[src/rtl/mmio_csr_responder.sv]
// rtl/mmio_csr_responder.sv - MMIO CSR bank with fixed-latency read responses
// Services host MMIO reads/writes against NUM_CSR 64-bit registers; reg0/reg1 are read-only.
module mmio_csr_responder #(
  parameter int          NUM_CSR    = 16,
  parameter int          RD_LATENCY = 2,
  parameter logic [63:0] AFU_ID     = 64'h0
) (
  input  logic                   Clk_400,
  input  logic                   SoftReset,
  input  logic                   cfg_rdvalid,
  input  logic                   cfg_wrvalid,
  input  logic [27:0]            cfg_hdr,
  input  logic [63:0]            cfg_wrdata,
  input  logic [63:0]            hw_status,
  output logic                   mmio_rdvalid,
  output logic [8:0]             mmio_rdtid,
  output logic [63:0]            mmio_rddata,
  output logic [NUM_CSR*64-1:0]  csr_q,
  output logic [NUM_CSR-1:0]     csr_wr_strobe,
  output logic [7:0]             err_cnt
);

  localparam int AW = $clog2(NUM_CSR);

  logic [15:0]   idx;
  logic [1:0]    len;
  logic          poison;
  logic [8:0]    tid;
  logic [AW-1:0] sel;
  logic          in_range;
  logic          acc_ok;
  logic          is_rw;
  logic          wr_ok;
  logic          rd_bad;
  logic          wr_bad;

  assign idx    = cfg_hdr[27:12];
  assign len    = cfg_hdr[11:10];
  assign poison = cfg_hdr[9];
  assign tid    = cfg_hdr[8:0];
  assign sel    = idx[AW:1];

  // One header drives both channels, so legality is decoded once and shared.
  assign in_range = (idx[15:1] < 15'(NUM_CSR));
  assign acc_ok   = in_range && !len[1] && !(len[0] && idx[0]) && !poison;
  assign is_rw    = (sel > AW'(1));
  assign wr_ok    = cfg_wrvalid && acc_ok && is_rw;
  assign rd_bad   = cfg_rdvalid && !acc_ok;
  assign wr_bad   = cfg_wrvalid && !(acc_ok && is_rw);

  logic [63:0] csr_r    [NUM_CSR];
  logic [63:0] csr_view [NUM_CSR];

  always_comb begin
    for (int i = 0; i < NUM_CSR; i++) begin
      csr_view[i] = csr_r[i];
    end
    csr_view[0] = AFU_ID;
    csr_view[1] = hw_status;
    csr_q = '0;
    for (int i = 0; i < NUM_CSR; i++) begin
      csr_q[64*i +: 64] = csr_view[i];
    end
  end

  logic [63:0] cur_val;
  logic [63:0] rd_data;
  logic [63:0] wr_val;

  always_comb begin
    cur_val = csr_view[sel];
    rd_data = 64'h0;
    if (acc_ok) begin
      if (len[0]) begin
        rd_data = cur_val;
      end else if (idx[0]) begin
        rd_data = {32'h0, cur_val[63:32]};
      end else begin
        rd_data = {32'h0, cur_val[31:0]};
      end
    end
    if (len[0]) begin
      wr_val = cfg_wrdata;
    end else if (idx[0]) begin
      wr_val = {cfg_wrdata[31:0], cur_val[31:0]};
    end else begin
      wr_val = {cur_val[63:32], cfg_wrdata[31:0]};
    end
  end

  always_ff @(posedge Clk_400) begin
    if (SoftReset) begin
      for (int i = 0; i < NUM_CSR; i++) begin
        csr_r[i] <= 64'h0;
      end
      csr_wr_strobe <= '0;
    end else begin
      for (int i = 2; i < NUM_CSR; i++) begin
        if (wr_ok && (sel == AW'(i))) begin
          csr_r[i] <= wr_val;
        end
      end
      csr_wr_strobe <= wr_ok ? (NUM_CSR'(1) << sel) : '0;
    end
  end

  // Idle stages carry zero tid/data so the output port reads 0 when not valid.
  logic        pv [RD_LATENCY];
  logic [8:0]  pt [RD_LATENCY];
  logic [63:0] pd [RD_LATENCY];

  always_ff @(posedge Clk_400) begin
    if (SoftReset) begin
      for (int i = 0; i < RD_LATENCY; i++) begin
        pv[i] <= 1'b0;
        pt[i] <= 9'h0;
        pd[i] <= 64'h0;
      end
    end else begin
      pv[0] <= cfg_rdvalid;
      pt[0] <= cfg_rdvalid ? tid : 9'h0;
      pd[0] <= cfg_rdvalid ? rd_data : 64'h0;
      for (int i = 1; i < RD_LATENCY; i++) begin
        pv[i] <= pv[i-1];
        pt[i] <= pt[i-1];
        pd[i] <= pd[i-1];
      end
    end
  end

  assign mmio_rdvalid = pv[RD_LATENCY-1];
  assign mmio_rdtid   = pt[RD_LATENCY-1];
  assign mmio_rddata  = pd[RD_LATENCY-1];

  logic [1:0] err_inc;
  logic [8:0] err_sum;

  assign err_inc = {1'b0, rd_bad} + {1'b0, wr_bad};
  assign err_sum = {1'b0, err_cnt} + {7'h0, err_inc};

  always_ff @(posedge Clk_400) begin
    if (SoftReset) begin
      err_cnt <= 8'h0;
    end else begin
      err_cnt <= err_sum[8] ? 8'hFF : err_sum[7:0];
    end
  end

endmodule

[config.mk]
export PLATFORM = sky130hd
export DESIGN_NAME = mmio_csr_responder
export DESIGN_NICKNAME = d
export VERILOG_FILES = /design/src/rtl/mmio_csr_responder.sv
export SDC_FILE = /design/constraint.sdc
export NUM_CORES = 1
export LEC_CHECK = 0
export ABC_AREA = 0
export CORE_AREA = 5 5 497 499
export DETAILED_ROUTE_END_ITERATION = 10
export DIE_AREA = 0 0 502 504
export PLACE_DENSITY = 0.45
export SLEW_MARGIN = 20
export SYNTH_ARGS = -nofsm -noshare
export SYNTH_HDL_FRONTEND = slang
export SYNTH_SLANG_ARGS = --single-unit
[constraint.sdc]
create_clock -name Clk_400 -period 8.6 [get_ports Clk_400]
set_input_delay 2.15 -clock Clk_400 [delete_from_list [all_inputs] [get_ports Clk_400]]
set_output_delay 2.15 -clock Clk_400 [all_outputs]
set_load 0.05 [all_outputs]
==> out/results.ini <==
[finish]
multiInputGateArea_um2=13830
final_cell_mix=1,207 x clkdlybuf4s50_1, 896 x edfxtp_1, 544 x nor2_1, 195 x mux2i_1, 173 x nand2_1
finalNonFillerCells=7792
area_growth_pct=41.97
nFillCells=25070
layout_commonest_cell=clkdlybuf4s50_1
fin_nets=4620
ff_latch_area_um2=30350
drive_above_1_share_pct=13.80

[yosys]
syn_inst=3357
synth_cell_types=89
synthTopCellsByArea=edfxtp_1 58%, dfxtp_1 7.4%, mux4_2 4.8%, nor2_1 4.4%, mux2i_1 4.2%
yosysTopAreaCellShare_pct=57.88
netlist_area_um2=46490
yosysWarnings=0
ys_seq_elements=1068
syn_avg_cell_area_um2=13.85
yosysTopAreaCell=edfxtp_1
async_flop_share_pct=0
ys_seq_area_share_pct=65.29
synthFlopType=edfxtp_1
synth_edf_count=896

[global_routing]
grt_pass1_vias=36070
overflow=0
gr-usage-all-layers_pct=24.88
grt_max_degree=82
antenna_found_initial=59
grt_pass1_wl_mm=410.1

[critical_path]
path_buf_inv=2
slowest_delay_ns=0.91
reg2reg_setup_slack_ns=5.29
rr_endpoint=csr_r[3][159]
critPathSlowestCell=clkdlybuf4s50_1
crit_required_ns=6.45
cpMostUsedCell=clkdlybuf4s50_1
setup.worst_path.class=input port to primary output
worstReg2RegStart=csr_r[0][223]
cp-startpoint=hw_status[28]
endpoint_kind=primary output
cp_top_family=buffers and inverters
cp-start-kind=input port
cp.depth=2
cp-endpoint=csr_q[92]
crit_path_cell_trace=clkdlybuf4s50_1 > clkdlybuf4s50_1
worstPathArrival_ns=3.89
r2r_cells=5
crit_fanout=2

[sta]
finalCriticalPeriod_ns=6.043
fin_crit_sh_pct=70.27
tns_ns=0
hold_viol_final=0
max_freq_mhz=165.5
slew_violations=0
grt_setup_unrepaired=false
fin_hold_ws_ns=0.4307
tightest_slew_ns=1.209
fin_skew_ns=0.02726
setup_violations=0
setup_ws_ns=2.557
maxSlewHeadroom_pct=19.40

[floorplanning]
io_pins=1282
fp.dieW_um=502
die_y_um=504
die_area_um2=253000
rows=181
start_util_pct=19.20
design.core.area_um2=242100

[placed_design]
dp_cells=7520
portBuffers=1217
place_ws_ns=2.158
routabilityCongestion=0.8700
place_hpwl_mm=250.9

[clocking]
insertion_delay_ns=0.78
clock-sinks=1068
htree_levels=4
cts-root-buf=clkbuf_16
cts-resized-gates=0
cts_buffers=138
hold_buffers=0
cts_setup_buffers=0
cts_tree=built
cts_buffer_depth=3
path_clk_slew_ns=0.05

[power_and_ir_drop]
p_leak_nw=23.46
ir_worst_vdd_v=0.0001623
pwr_density_cell_nw_per_um2=222.5

[detailed_routing]
num_vias=36000
first_pass_iters=8
drtIter0Drc=4045
wl_per_cell_um=41.96
remaining_drc_errors=0
ant_nets=0
vias_per_cell=4.621
wl_mm=327.0

[job]
max-cap-violations=0

[run_status]
status=finished, final reports clean

[min_path]
min_path_type=flip-flop to flip-flop

[cells by family (layout without fill, tap and decap cells)]
logic type	count (synthesis)	count (layout)	synth area share [%]
flops	1068	1068	65.29
simple gates	1047	1047	10.22
buf+inv	454	1603	6.196
compound gates	396	396	6.667
mux	386	386	11.50
xor+xnor	3	3	0.05653
fa+ha+maj	2	2	0.06998
other cells	1	85	0.008067
[worst min-delay path by stage]
| stage | from | to | slack [ns] | cells past startpoint |
|---|---|---|---|---|
| floorplan | pd[0][36] | pd[0][100] | 0.41 | 1 |
| global placement | pd[0][51] | pd[0][115] | 0.42 | 1 |
| detailed placement | pv[0][0] | pv[0][1] | 0.43 | 1 |
| CTS | pd[0][20] | pd[0][84] | 0.44 | 1 |
| global route | pd[0][54] | pd[0][118] | 0.45 | 1 |
| finish | pd[0][59] | pd[0][123] | 0.43 | 1 |
[through the flow]
step | area (um^2) | utilization (%) | total power [mW]
detailed placement | 61450 | 25.38 | 8.939
global placement | 61430 | 25.37 | 8.942
CTS | 65940 | 27.24 | 14.83
finish | 65990 | 27.26 | 14.69
floorplan | 46730 | - | 7.623
global route | 65970 | 27.25 | 15.11
[synthesized netlist by cell type (8+ instances only)]
cell type / number
clkbuf_1: 109
o22a_1: 13
buf_1: 11
nand2_1: 175
mux4_2: 100
o21ai_0: 30
nand2b_1: 29
dfxtp_1: 172
a22oi_1: 10
nor2_2: 19
nor2b_1: 92
a311oi_4: 9
a221oi_1: 51
buf_4: 222
mux2_2: 78
o22ai_1: 67
and2_1: 20
a211oi_1: 20
a21oi_1: 106
nand3_1: 18
edfxtp_1: 896
mux2i_4: 9
buf_6: 33
buf_2: 57
nor3_1: 80
a222oi_1: 10
nor2_1: 550
inv_1: 17
and3_1: 8
mux2i_1: 196
[routing by layer]
metal,wire length [um],GRT usage [%]
met1,130400,30.61
met2,148300,39.51
met3,34170,9.426
met4,14110,9.384
met5,26,0
[flip-flops by register name (all words and copies together) (netlist names)]
| name | cells |
|---|---|
| err_cnt | 8 |
| csr_wr_strobe | 16 |
| pv | 2 |
| pt | 18 |
| csr_r | 896 |
| pd | 128 |
[area by class of cell]
class / count / share of cell area [%]
Clock buffer: 180 / 5.674
Timing Repair Buffer: 1331 / 20.00
Clock inverter: 73 / 1.120
Sequential cell: 1068 / 45.99
Inverter: 19 / 0.1119
Multi-Input combinational cell: 1900 / 20.96
Antenna cell: 19 / 0.07204
Tap cell: 3202 / 6.071
[report_power, final]
part / total [mW] / internal (mW) / switching [mW]
Sequential: 6.05 / 5.86 / 0.190
Clock: 5.86 / 3.37 / 2.49
Combinational: 2.77 / 0.732 / 2.04
Total: 14.7 / 9.96 / 4.72
No activity file was read; power rests on OpenSTA's default activity.
